## src/rtl/path_history_recovery.sv

```systemverilog
// path_history_recovery: speculative/committed branch path history with mispredict recovery.
// Build option: define PH_RECOVERY_STATS_EN to enable the saturating mispredict counter.
// Ports:
//   clock, reset            - rising-edge clock, synchronous active-high reset
//   pred_valid, pred_taken  - predicted branch from the front end
//   pred_ready, pred_tag    - prediction accepted / checkpoint slot (write pointer)
//   res_valid, res_taken    - in-order resolution of the oldest in-flight branch
//   spec_hist, arch_hist    - speculative and committed path histories
//   inflight                - unresolved prediction count
//   flush                   - high during the single recovery cycle
//   res_err                 - sticky: resolution arrived with nothing in flight
//   mispred_cnt             - mispredict count (tied to 0 unless stats enabled)
module path_history_recovery #(
   parameter int HIST_W = 12,
   parameter int DEPTH  = 8
) (
   input  logic                       clock,
   input  logic                       reset,
   input  logic                       pred_valid,
   input  logic                       pred_taken,
   output logic                       pred_ready,
   output logic [$clog2(DEPTH)-1:0]   pred_tag,
   input  logic                       res_valid,
   input  logic                       res_taken,
   output logic [HIST_W-1:0]          spec_hist,
   output logic [HIST_W-1:0]          arch_hist,
   output logic [$clog2(DEPTH):0]     inflight,
   output logic                       flush,
   output logic                       res_err,
   output logic [15:0]                mispred_cnt
);
   localparam int AW = $clog2(DEPTH);
   localparam logic [AW:0] FULL = (AW+1)'(DEPTH);
   typedef enum logic {RUN, RECOVER} state_t;
   state_t state, state_nx;
   logic [DEPTH-1:0] fifo;
   logic [AW-1:0] wr_ptr, rd_ptr;
   logic accept, resolve, mispred;
   assign pred_ready = (state == RUN) && (inflight < FULL);
   assign accept     = pred_valid && pred_ready;
   assign resolve    = res_valid && (inflight != '0) && (state == RUN);
   assign mispred    = resolve && (res_taken != fifo[rd_ptr]);
   assign flush      = (state == RECOVER);
   assign pred_tag   = wr_ptr;
   always_ff @(posedge clock) begin
      if (reset) state <= RUN;
      else       state <= state_nx;
   end
   always_comb begin
      state_nx = state;
      state_nx = (state == RECOVER) ? RUN : (mispred ? RECOVER : RUN);
   end
   always_ff @(posedge clock) begin
      if (reset) begin
         spec_hist <= '0;
         arch_hist <= '0;
         inflight  <= '0;
         wr_ptr    <= '0;
         rd_ptr    <= '0;
         res_err   <= 1'b0;
         fifo      <= '0;
      end else begin
         if (accept && !mispred) begin
            fifo[wr_ptr] <= pred_taken;
            wr_ptr       <= wr_ptr + AW'(1);
         end
         if (resolve) begin
            arch_hist <= {res_taken, arch_hist[HIST_W-1:1]};
            rd_ptr    <= rd_ptr + AW'(1);
         end
         // A mispredict rebuilds speculation from the committed history including the
         // resolving outcome, and drops every younger entry plus any same-cycle accept.
         if (mispred) begin
            spec_hist <= {res_taken, arch_hist[HIST_W-1:1]};
            rd_ptr    <= wr_ptr;
            inflight  <= '0;
         end else begin
            if (accept) spec_hist <= {pred_taken, spec_hist[HIST_W-1:1]};
            inflight <= inflight + {{AW{1'b0}}, accept} - {{AW{1'b0}}, resolve};
         end
         if (res_valid && (state == RUN) && (inflight == '0)) res_err <= 1'b1;
      end
   end
`ifdef PH_RECOVERY_STATS_EN
   always_ff @(posedge clock) begin
      if (reset)                                  mispred_cnt <= '0;
      else if (mispred && mispred_cnt != 16'hFFFF) mispred_cnt <= mispred_cnt + 16'd1;
   end
`else
   assign mispred_cnt = '0;
`endif
endmodule

```

## config.mk

```make
export PLATFORM = sky130hd
export DESIGN_NAME = path_history_recovery
export DESIGN_NICKNAME = d
export VERILOG_FILES = /design/src/rtl/path_history_recovery.sv
export SDC_FILE = /design/constraint.sdc
export NUM_CORES = 1
export LEC_CHECK = 0
export CAP_MARGIN = 20
export CORE_UTILIZATION = 35
export DETAILED_ROUTE_END_ITERATION = 8
export SLEW_MARGIN = 0
export SYNTH_ARGS = -nofsm -noshare
export SYNTH_HDL_FRONTEND = slang
export SYNTH_SLANG_ARGS = --single-unit
```

## constraint.sdc

```tcl
create_clock -name clock -period 4.9 [get_ports clock]
set_input_delay 0.49 -clock clock [delete_from_list [all_inputs] [get_ports clock]]
set_output_delay 0.49 -clock clock [all_outputs]
set_load 0.02 [all_outputs]
```

Word level (Yosys, flattened, before mapping):

Cells that the tools add are included.

* output and inout port bits: 50
* bits in registers: 44
* word-level logic and storage cells: 44

* reductions and logical operators: 16
* order comparisons: 4
* eq/ne operators: 1
* $add $sub $neg: 4
* muxes and demuxes: 10
* bitwise gates (word level): 1

Operators by type and width (count)
* $mux 12: 2
* $logic_and 1x1->1: 9
* $bwmux 8: 1
* $lt 3x4->1 const B: 2
* $add 3x1->3 const B: 2
* $mux 3: 2
* $add 4x1->4: 1
* $logic_not 4->1: 1
* $lt 4x4->1 const B: 1
* $reduce_bool 2->1: 2
* $reduce_bool 4->1: 1
* $reduce_or 2->1: 2
* $sub 4x1->4: 1
* $bmux 1 s3: 1
* $demux 1 s3: 1
* $ge 3x1->1 const B: 1
* $mux 1: 3
* $logic_not 1->1: 1
* $ne 1x1->1: 1
* $not 1->1: 1

Logic depth before layout (Yosys ltp):

Gate-level depths: netlist of run 1.

* word-level depth: 6
* mapped depth: 13

Worst setup path before layout of run 1:

No wires, ideal clock.

* path kind: reg2reg
* start: register inflight[2]
* end: register inflight[2]
* period minus slack after synthesis: 2.845 ns
* arrival: 2.767 ns
* required time: 4.822 ns
* path buffers: 1
* stages on the path, launching flop included: 14
* setup slack: 2.055 ns
* cells stage by stage: dfxtp_1 -> inv_1 -> ha_1 -> or3b_2 -> nand2_1 -> clkinv_1 -> clkbuf_1 -> ha_1 -> inv_1 -> ha_1 -> inv_1 -> fa_1 -> xor2_1 -> nor3_1

* cells in the longest elaborated chain, start to end: 5
* elaborated cells between the ends (all ways): 10
* classes of those cells: 2 x add/sub; 1 x order compare; 7 x reduce/logical

RTL lines
* start, declared: line 27 `output logic [$clog2(DEPTH):0] inflight,`
* start signal, assigned: line 79 `inflight <= inflight + {{AW{1'b0}}, accept} - {{AW{1'b0}}, resolve};`
* $reduce_bool 4->1 (*): line 41 `assign resolve = res_valid && (inflight != '0) && (state == RUN);`
* $logic_and 1x1->1 (*) (2 in a row): line 41
* net resolve: line 38 `logic accept, resolve, mispred;`
* parallel branches: the longest is 2 deep, another holds $sub 4x1->4

Mark *: on every way through the listed nets, which the timed path passes.
A chain may end at the register's enable or synchronous reset.

Worst setup path in the final report of run 1:

* start: register inflight[3]
* end: register inflight[2]

* cells in the longest elaborated chain, start to end: 5
* elaborated cells between the ends (all ways): 10
* classes of those cells: 2 x add/sub; 1 x order compare; 7 x reduce/logical

RTL lines (line)
* $lt 4x4->1 / $reduce_bool 4->1 (equally long branches): 39, 41
* $logic_and 1x1->1, on equally long branches: 39, 41
* $logic_and 1x1->1, on equally long branches: 40, 41
* $add 4x1->4 / $logic_and 1x1->1 (equally long branches): 79, 42
* $sub 4x1->4 / $reduce_or 2->1 (equally long branches)

Parallel ways exist; a longest one is shown, timed or not.

==> run summary, run 1 <==
clock network power share - 21.7%
PostCTS Resize Cnt - 0
hold_ws - 0.4632 ns
static leakage - 0.001067 uW
Final Hold Viols - 0
CTS tree - built
M2 GR Usage - 24.41%
outcome - finished, final reports clean
Seq pwr share - 37.6%
grt total ovfl - 0
commonest cells after routing, fill and taps aside - dfxtp_1, nand2_1, clkdlybuf4s50_1
min Tclk post-route - 3.436 ns
Worst slew margin - 65.59%
Final period util - 70.11%
pins over their slew limit - 0
Hold Buf Count CTS - 0
I/O pins - 56
fin cells - 357
drt wl/cell - 12.85 um
Clock Path Buffers - 2
Most used DFF post-synth - dfxtp_1
GP Congestion - 0.7507
initial antenna violation count - 0
Yosys cell types - 38
combinational share of power - 40.6%
CP startpoint kind - register
Rows - 28
Port Buffers - 39
layout net count - 295
vias per cell - 4.849
Hold Crit Class - register to register
ant diodes - 0
global-route wire length before repair - 7410 um
FMAX - 291.1 MHz
placed instance count - 349
vias in the first global route - 1556
synthesized area per cell - 8.845 sq um
setup violators final - 0
Area growth syn-to-layout - 24.02%
CTS buffer count - 5
synthesized area - 2167 sq um
Die X - 80.69 um
synth warn - 0
Setup TNS - 0 ns
max-cap violation count - 0
grt met1 use - 19.20%
sw frac - 37.29%
Core Region - 5956 sq um
drt first-iter violations - 104
Setup Buffers After CTS - 0
CP Max Fanout - 18
Routed Antenna Nets - 0
most common cell after layout, fill and taps aside - dfxtp_1
sw power - 487.1 uW
largest net degree at the start of global routing - 36
crit path DAT - 3.66 ns
Hold Crit Depth - 2
critical path capture point type - register
EDFF count, synth - 0
die area - 6510 sq um
share of layout cells above drive strength 1 - 8.511%
Cells after Synth - 245
CTS root buf - clkbuf_8
number of H-tree levels - 2
clk slew on worst S/H paths - 0.09 ns
Pre-antenna DRT Iters - 4
Die H - 80.69 um
Power per Cell Area - 486.0 nW/um^2
Skew-Pair Late Insertion Delay - 0.30 ns
DRC - 0
DP HPWL - 3102 um
Final Routed Wirelength - 4587 um
initial core utilization - 36.39%
internal power - 819.0 uW
flops & latches, synth - 44
Slew @ Worst Pin - 0.5130 ns
Seq/Total Area, Yosys - 40.65%
Max rail drop VDD - 0.2345 mV
GRT Max-Usage Layer - met2
ys async rst share - 0%
RSZ-0062 raised after global routing - no
Worst Reg2Reg Path Length in Cells - 12
Req. time, crit path - 5.13 ns
M3 GR Usage - 3.750%
routed vias - 1731
GRT Total Usage - 14.91%
Setup CP Type - register to register
TritonCTS Sinks - 44
Worst Skew - 0.008572 ns
fill cell count - 617
==> flip-flops by register name, indices dropped and copies added, names as in the netlist <==
signal / cells
flush: 1
res_err: 1
rd_ptr: 3
arch_hist: 12
fifo: 8
spec_hist: 12
pred_tag: 3
inflight: 4
==> per-layer routing <==
metal | vias to the layer above | share of wire (%)
met1 | 808 | 48
li1 | 883 | -
met3 | 5 | 4.4
met4 | 0 | 0.98
met5 | - | 0
met2 | 35 | 47
==> area by class of cell <==
cell class	instances	area [sq um]	share of cell area (%)
clock buffers	5	68.82	2.561
clock inverters	3	46.29	1.723
inverters	12	45.04	1.676
multi-input cells	176	1140	42.41
flip-flops and latches	44	880.8	32.77
well taps	75	93.84	3.492
repair buffers	42	412.9	15.36
==> critical path, cell delays in order, from the launching register on <==
cell      delay, ns
dfxtp_1        0.35
inv_1          0.07
ha_1           0.15
or3b_2         0.45
nand2_1        0.40
clkinv_1       0.57
ha_1           0.46
inv_1          0.05
ha_1           0.15
inv_1          0.06
fa_1           0.38
xor2_1         0.15
nor3_1         0.11
==> cells by family after synthesis <==
logic type	share of synthesized area (%)
AND/OR/NAND/NOR	17.26
XOR/XNOR	1.213
buffers and inverters	9.757
flip-flops	40.65
AO/OA/AOI/OAI	10.57
adder cells (fa/ha/maj)	4.965
multiplexers	15.42
other	0.1730
==> synthesized netlist by cell type (2+ instances only) <==
| library cell | n | share of area [%] |
|---|---|---|
| nor3b_1 | 3 | 1.0 |
| ha_1 | 7 | 4.0 |
| clkbuf_1 | 9 | 1.6 |
| inv_1 | 11 | 1.9 |
| dfxtp_1 | 44 | 41 |
| mux2_2 | 4 | 2.1 |
| nor2b_1 | 2 | 0.58 |
| xnor2_1 | 2 | 0.81 |
| a21oi_1 | 17 | 3.9 |
| a211oi_1 | 13 | 4.5 |
| nand4_1 | 4 | 1.2 |
| nand2_1 | 39 | 6.8 |
| buf_4 | 16 | 5.5 |
| o21ai_0 | 2 | 0.46 |
| and3_1 | 2 | 0.58 |
| nor3_1 | 5 | 1.2 |
| mux2i_1 | 24 | 11 |
| nor2_1 | 20 | 3.5 |
| buf_1 | 2 | 0.35 |
==> worst paths after layout <==
kind / start / endpoint / slack, ns
worst max-delay path: inflight[3]$_SDFF_PP0_ / inflight[2]$_SDFF_PP0_ / 1.46
worst min-delay path: fifo[5]$_SDFFE_PP0P_ / fifo[5]$_SDFFE_PP0P_ / 0.46
worst max register to register: inflight[3]$_SDFF_PP0_ / inflight[2]$_SDFF_PP0_ / 1.46
worst min register to register: fifo[5]$_SDFFE_PP0P_ / fifo[5]$_SDFFE_PP0P_ / 0.46
==> power groups by stage <==
| stage | Sequential, uW | Combinational, uW | Clock [uW] |
|---|---|---|---|
| floorplan | 546 | 311 | 0 |
| global placement | 501 | 526 | 0 |
| detailed placement | 501 | 534 | 0 |
| CTS | 493 | 537 | 291 |
| global route | 503 | 586 | 307 |
| finish | 492 | 531 | 284 |
==> stage by stage <==
step                      utilization, %  setup WS (ns)  area [sq um]  power [uW]
final                              45.13          1.464          2688        1306
after global routing               45.13          1.157          2688        1396
after CTS                          45.13          1.470          2688        1322
after detailed placement           43.19          1.410          2572        1036
after global placement             43.19          1.452          2572        1026
after floorplan                        -          2.055          2223       856.8
No activity file was read; power rests on OpenSTA's default activity.
==> inputs of run 2 (changes only) <==
- clock period: 4.9 -> 3.14 ns (I/O delays scaled with it)
==> run summary, run 2 (synthesized netlist as in run 1, its figures left out) <==
Port Buffers - 39
pins over their slew limit - 0
grt total ovfl - 0
HP Start - arch_hist[0]$_SDFFE_PP0P_
vias in the first global route - 1599
min Tclk post-route - 2.569 ns
CP delay by family, top - multiplexers
largest net degree at the start of global routing - 32
PostCTS Resize Cnt - 0
worst path cell trace - mux2_2 -> mux4_2 -> xnor2_1 -> mux2_2 -> o221a_2
outcome - finished, final reports clean
Largest regs - arch_hist (12), spec_hist (12), fifo (8)
ant diodes - 0
Slowest-stage cell, CP - mux4_2
WP buf/inv - 0
GP Congestion - 0.7208
Hold Buf Count CTS - 0
Worst Skew - 0.008442 ns
routed vias - 1743
Skew-Pair Late Insertion Delay - 0.29 ns
Rows - 28
GRT Total Usage - 15.71%
Final Hold Viols - 0
Final period util - 81.81%
TritonCTS Sinks - 44
Worst path max stage delay - 0.55 ns
initial core utilization - 36.39%
Power per Cell Area - 762.1 nW/um^2
Max rail drop VDD - 0.3202 mV
vias per cell - 4.855
CP startpoint kind - register
Die X - 80.69 um
number of H-tree levels - 2
drt first-iter violations - 104
Area growth syn-to-layout - 24.71%
Final Routed Wirelength - 4661 um
most common cell after layout, fill and taps aside - dfxtp_1
max-cap violation count - 0
layout net count - 297
fill cell count - 583
R2R Setup Slk - 0.57 ns
Pre-antenna DRT Iters - 4
Hold Crit Depth - 2
drt wl/cell - 12.98 um
CTS root buf - clkbuf_8
Clock Path Buffers - 2
static leakage - 0.001077 uW
Die H - 80.69 um
share of layout cells above drive strength 1 - 9.155%
Routed Antenna Nets - 0
Worst R2R End - rd_ptr[2]$_SDFFE_PP0P_
Tot Pwr - 2060 uW
global-route wire length before repair - 7824 um
Req. time, crit path - 3.33 ns
RSZ-0062 raised after global routing - no
Setup Buffers After CTS - 0
die area - 6510 sq um
Worst Reg2Reg Path Length in Cells - 5
Core Region - 5956 sq um
Crit path top cell by count - mux2_2
commonest cells after routing, fill and taps aside - dfxtp_1, nand2_1, clkdlybuf4s50_1
Setup CP Type - register to register
critical path capture point type - register
Setup TNS - 0 ns
crit path DAT - 2.76 ns
R2R Path Start - rd_ptr[0]$_SDFFE_PP0P_
FMAX - 389.3 MHz
setup violators final - 0
CTS tree - built
hold_ws - 0.4644 ns
Hold Crit Class - register to register
initial antenna violation count - 0
Hold EP - arch_hist[0]$_SDFFE_PP0P_
DP HPWL - 3182 um
I/O pins - 56
CP Max Fanout - 7
CTS buffer count - 5
clk slew on worst S/H paths - 0.09 ns
DRC - 0
-- run 2: report_power, final --
group / switching [uW] / total [uW] / leakage, uW / internal, uW
Sequential: 111 / 771 / 0.000358 / 660
Clock: 206 / 446 / 0.0000548 / 240
Combinational: 453 / 843 / 0.000664 / 390
-- run 2: tightest hold or removal path, cell delays in order, from the launching register on --
cell and delay (ns):
dfxtp_1 0.32, nand2_1 0.05, a21oi_1 0.05
-- run 2: stage by stage --
step | setup slack [ns] | cells | util [%] | instance area, sq um
after floorplan | 0.2952 | 260 | - | 2223
after global placement | 0.6817 | 351 | 43.45 | 2587
after detailed placement | 0.5930 | 351 | 43.45 | 2587
after CTS | 0.5783 | 359 | 45.38 | 2703
after global routing | 0.3840 | 359 | 45.38 | 2703
final | 0.5713 | 359 | 45.38 | 2703
-- run 2: layer usage --
layer,vias up,routed length [um],GRT usage (%)
met2,35,2153,24.75
li1,887,-,-
met5,-,0,0
met4,0,24,4.286
met3,2,213,4.205
met1,819,2269,20.94
-- run 2: how the worst max path moves through the flow --
stage	startpoint	to	slack [ns]	cells past startpoint
after floorplan	inflight[2]$_SDFF_PP0_	inflight[2]$_SDFF_PP0_	0.30	13
after global placement	rd_ptr[0]$_SDFFE_PP0P_	rd_ptr[2]$_SDFFE_PP0P_	0.68	5
after detailed placement	rd_ptr[0]$_SDFFE_PP0P_	rd_ptr[2]$_SDFFE_PP0P_	0.59	5
after CTS	rd_ptr[0]$_SDFFE_PP0P_	rd_ptr[2]$_SDFFE_PP0P_	0.58	5
after global routing	rd_ptr[0]$_SDFFE_PP0P_	spec_hist[10]$_SDFFE_PP0P_	0.38	6
final	rd_ptr[0]$_SDFFE_PP0P_	rd_ptr[2]$_SDFFE_PP0P_	0.57	5
-- run 2: area by class of cell --
class	instances	area (sq um)	share of cell area, %
multi-input combinational	176	1140	42.18
sequential	44	880.8	32.59
timing repair buffer	44	427.9	15.83
tap	75	93.84	3.472
clock buffer	5	68.82	2.546
clock inverter	3	46.29	1.713
inverter	12	45.04	1.667
==> inputs of run 3 (changes only) <==
- clock period: 3.14 -> 2.66 ns (I/O delays scaled with it)
==> run summary, run 3 (synthesized netlist as in run 1, its figures left out) <==
largest net degree at the start of global routing - 32
max-cap violation count - 0
ant diodes - 0
Die H - 80.69 um
Setup TNS - 0 ns
HP Start - fifo[7]$_SDFFE_PP0P_
GRT Total Usage - 15.18%
start point of the critical path - rd_ptr[0]$_SDFFE_PP0P_
vias in the first global route - 1551
commonest cells after routing, fill and taps aside - dfxtp_1, clkdlybuf4s50_1, nand2_1
outcome - finished, final reports clean
GRT Max-Usage Layer - met2
R2R Path Start - rd_ptr[0]$_SDFFE_PP0P_
Clock Path Buffers - 2
Largest regs - arch_hist (12), spec_hist (12), fifo (8)
RSZ-0062 raised after global routing - no
Pre-antenna DRT Iters - 4
pins over their slew limit - 0
clk slew on worst S/H paths - 0.09 ns
CTS root buf - clkbuf_8
GP Congestion - 0.7625
Worst Skew - 0.006514 ns
Critical path destination - fifo[3]$_SDFFE_PP0P_
Final Routed Wirelength - 4653 um
CP startpoint kind - register
Max rail drop VDD - 0.4390 mV
routed vias - 1785
Die X - 80.69 um
die area - 6510 sq um
M3 GR Usage - 2.727%
drt first-iter violations - 72
R2R Setup Slk - 0.17 ns
static leakage - 0.001099 uW
grt met1 use - 20.61%
Power per Cell Area - 895.7 nW/um^2
Worst Reg2Reg Path Length in Cells - 5
Req. time, crit path - 2.84 ns
Setup Buffers After CTS - 0
Rows - 28
initial antenna violation count - 0
TritonCTS Sinks - 44
FMAX - 402.4 MHz
number of H-tree levels - 2
final core occ - 45.84%
Port Buffers - 39
drt wl/cell - 12.85 um
vias per cell - 4.931
CTS tree - built
Final Hold Viols - 0
DP HPWL - 3222 um
Core Region - 5956 sq um
global-route wire length before repair - 7541 um
initial core utilization - 36.39%
min Tclk post-route - 2.485 ns
Setup CP Type - register to register
Hold Crit Class - register to register
Skew-Pair Late Insertion Delay - 0.30 ns
CP Max Fanout - 8
I/O pins - 56
setup violators final - 0
share of layout cells above drive strength 1 - 10.80%
layout net count - 300
crit path DAT - 2.67 ns
PostCTS Resize Cnt - 0
Final period util - 93.42%
M2 GR Usage - 24.15%
most common cell after layout, fill and taps aside - dfxtp_1
DRC - 0
Area growth syn-to-layout - 25.98%
Hold Buf Count CTS - 0
grt total ovfl - 0
CTS buffer count - 5
hold_ws - 0.4629 ns
Worst R2R End - fifo[3]$_SDFFE_PP0P_
Routed Antenna Nets - 0
critical path capture point type - register
-- run 3: power by group --
group          switching (uW)  leakage, uW  internal [uW]
Sequential                125     0.000358            779
Combinational             552     0.000686            476
Clock                     236    0.0000541            278
-- run 3: per-layer routing --
layer	routed length (um)	share of wire [%]	vias up
met5	0	0	-
met4	51	1.1	0
met3	130	2.8	5
met2	2233	48	33
met1	2238	48	852
li1	-	-	895
-- run 3: stage by stage --
| step | std cells | cell area (sq um) | setup slack, ns | power [uW] |
|---|---|---|---|---|
| finish | 362 | 2730 | 0.1750 | 2445 |
| global route | 362 | 2730 | 0.03025 | 2615 |
| CTS | 362 | 2730 | 0.1534 | 2473 |
| detailed placement | 354 | 2619 | 0.1662 | 1951 |
| global placement | 354 | 2619 | 0.2308 | 1942 |
| floorplan | 260 | 2236 | 0.001756 | 1594 |
-- run 3: area by class of cell --
class / instances / area, sq um
multi-input cells: 176 / 1147
clock buffers: 5 / 68.82
fillers: 599 / 3226
clock inverters: 3 / 42.54
flip-flops and latches: 44 / 880.8
inverters: 12 / 46.29
well taps: 75 / 93.84
repair buffers: 47 / 450.4
-- run 3: worst max-delay path: stages (launching register included) --
cell,delay (ns)
dfxtp_1,0.47
mux2_1,0.35
mux4_2,0.56
mux2_4,0.37
or4_4,0.49
mux2i_1,0.13
-- run 3: worst min path at each step --
stage / end / cells past startpoint
6_report: fifo[7]$_SDFFE_PP0P_ / 2
5_1_grt: arch_hist[0]$_SDFFE_PP0P_ / 2
4_1_cts: fifo[6]$_SDFFE_PP0P_ / 2
3_5_place_dp: fifo[6]$_SDFFE_PP0P_ / 2
3_3_place_gp: arch_hist[0]$_SDFFE_PP0P_ / 2
2_1_floorplan: arch_hist[11]$_SDFFE_PP0P_ / 2
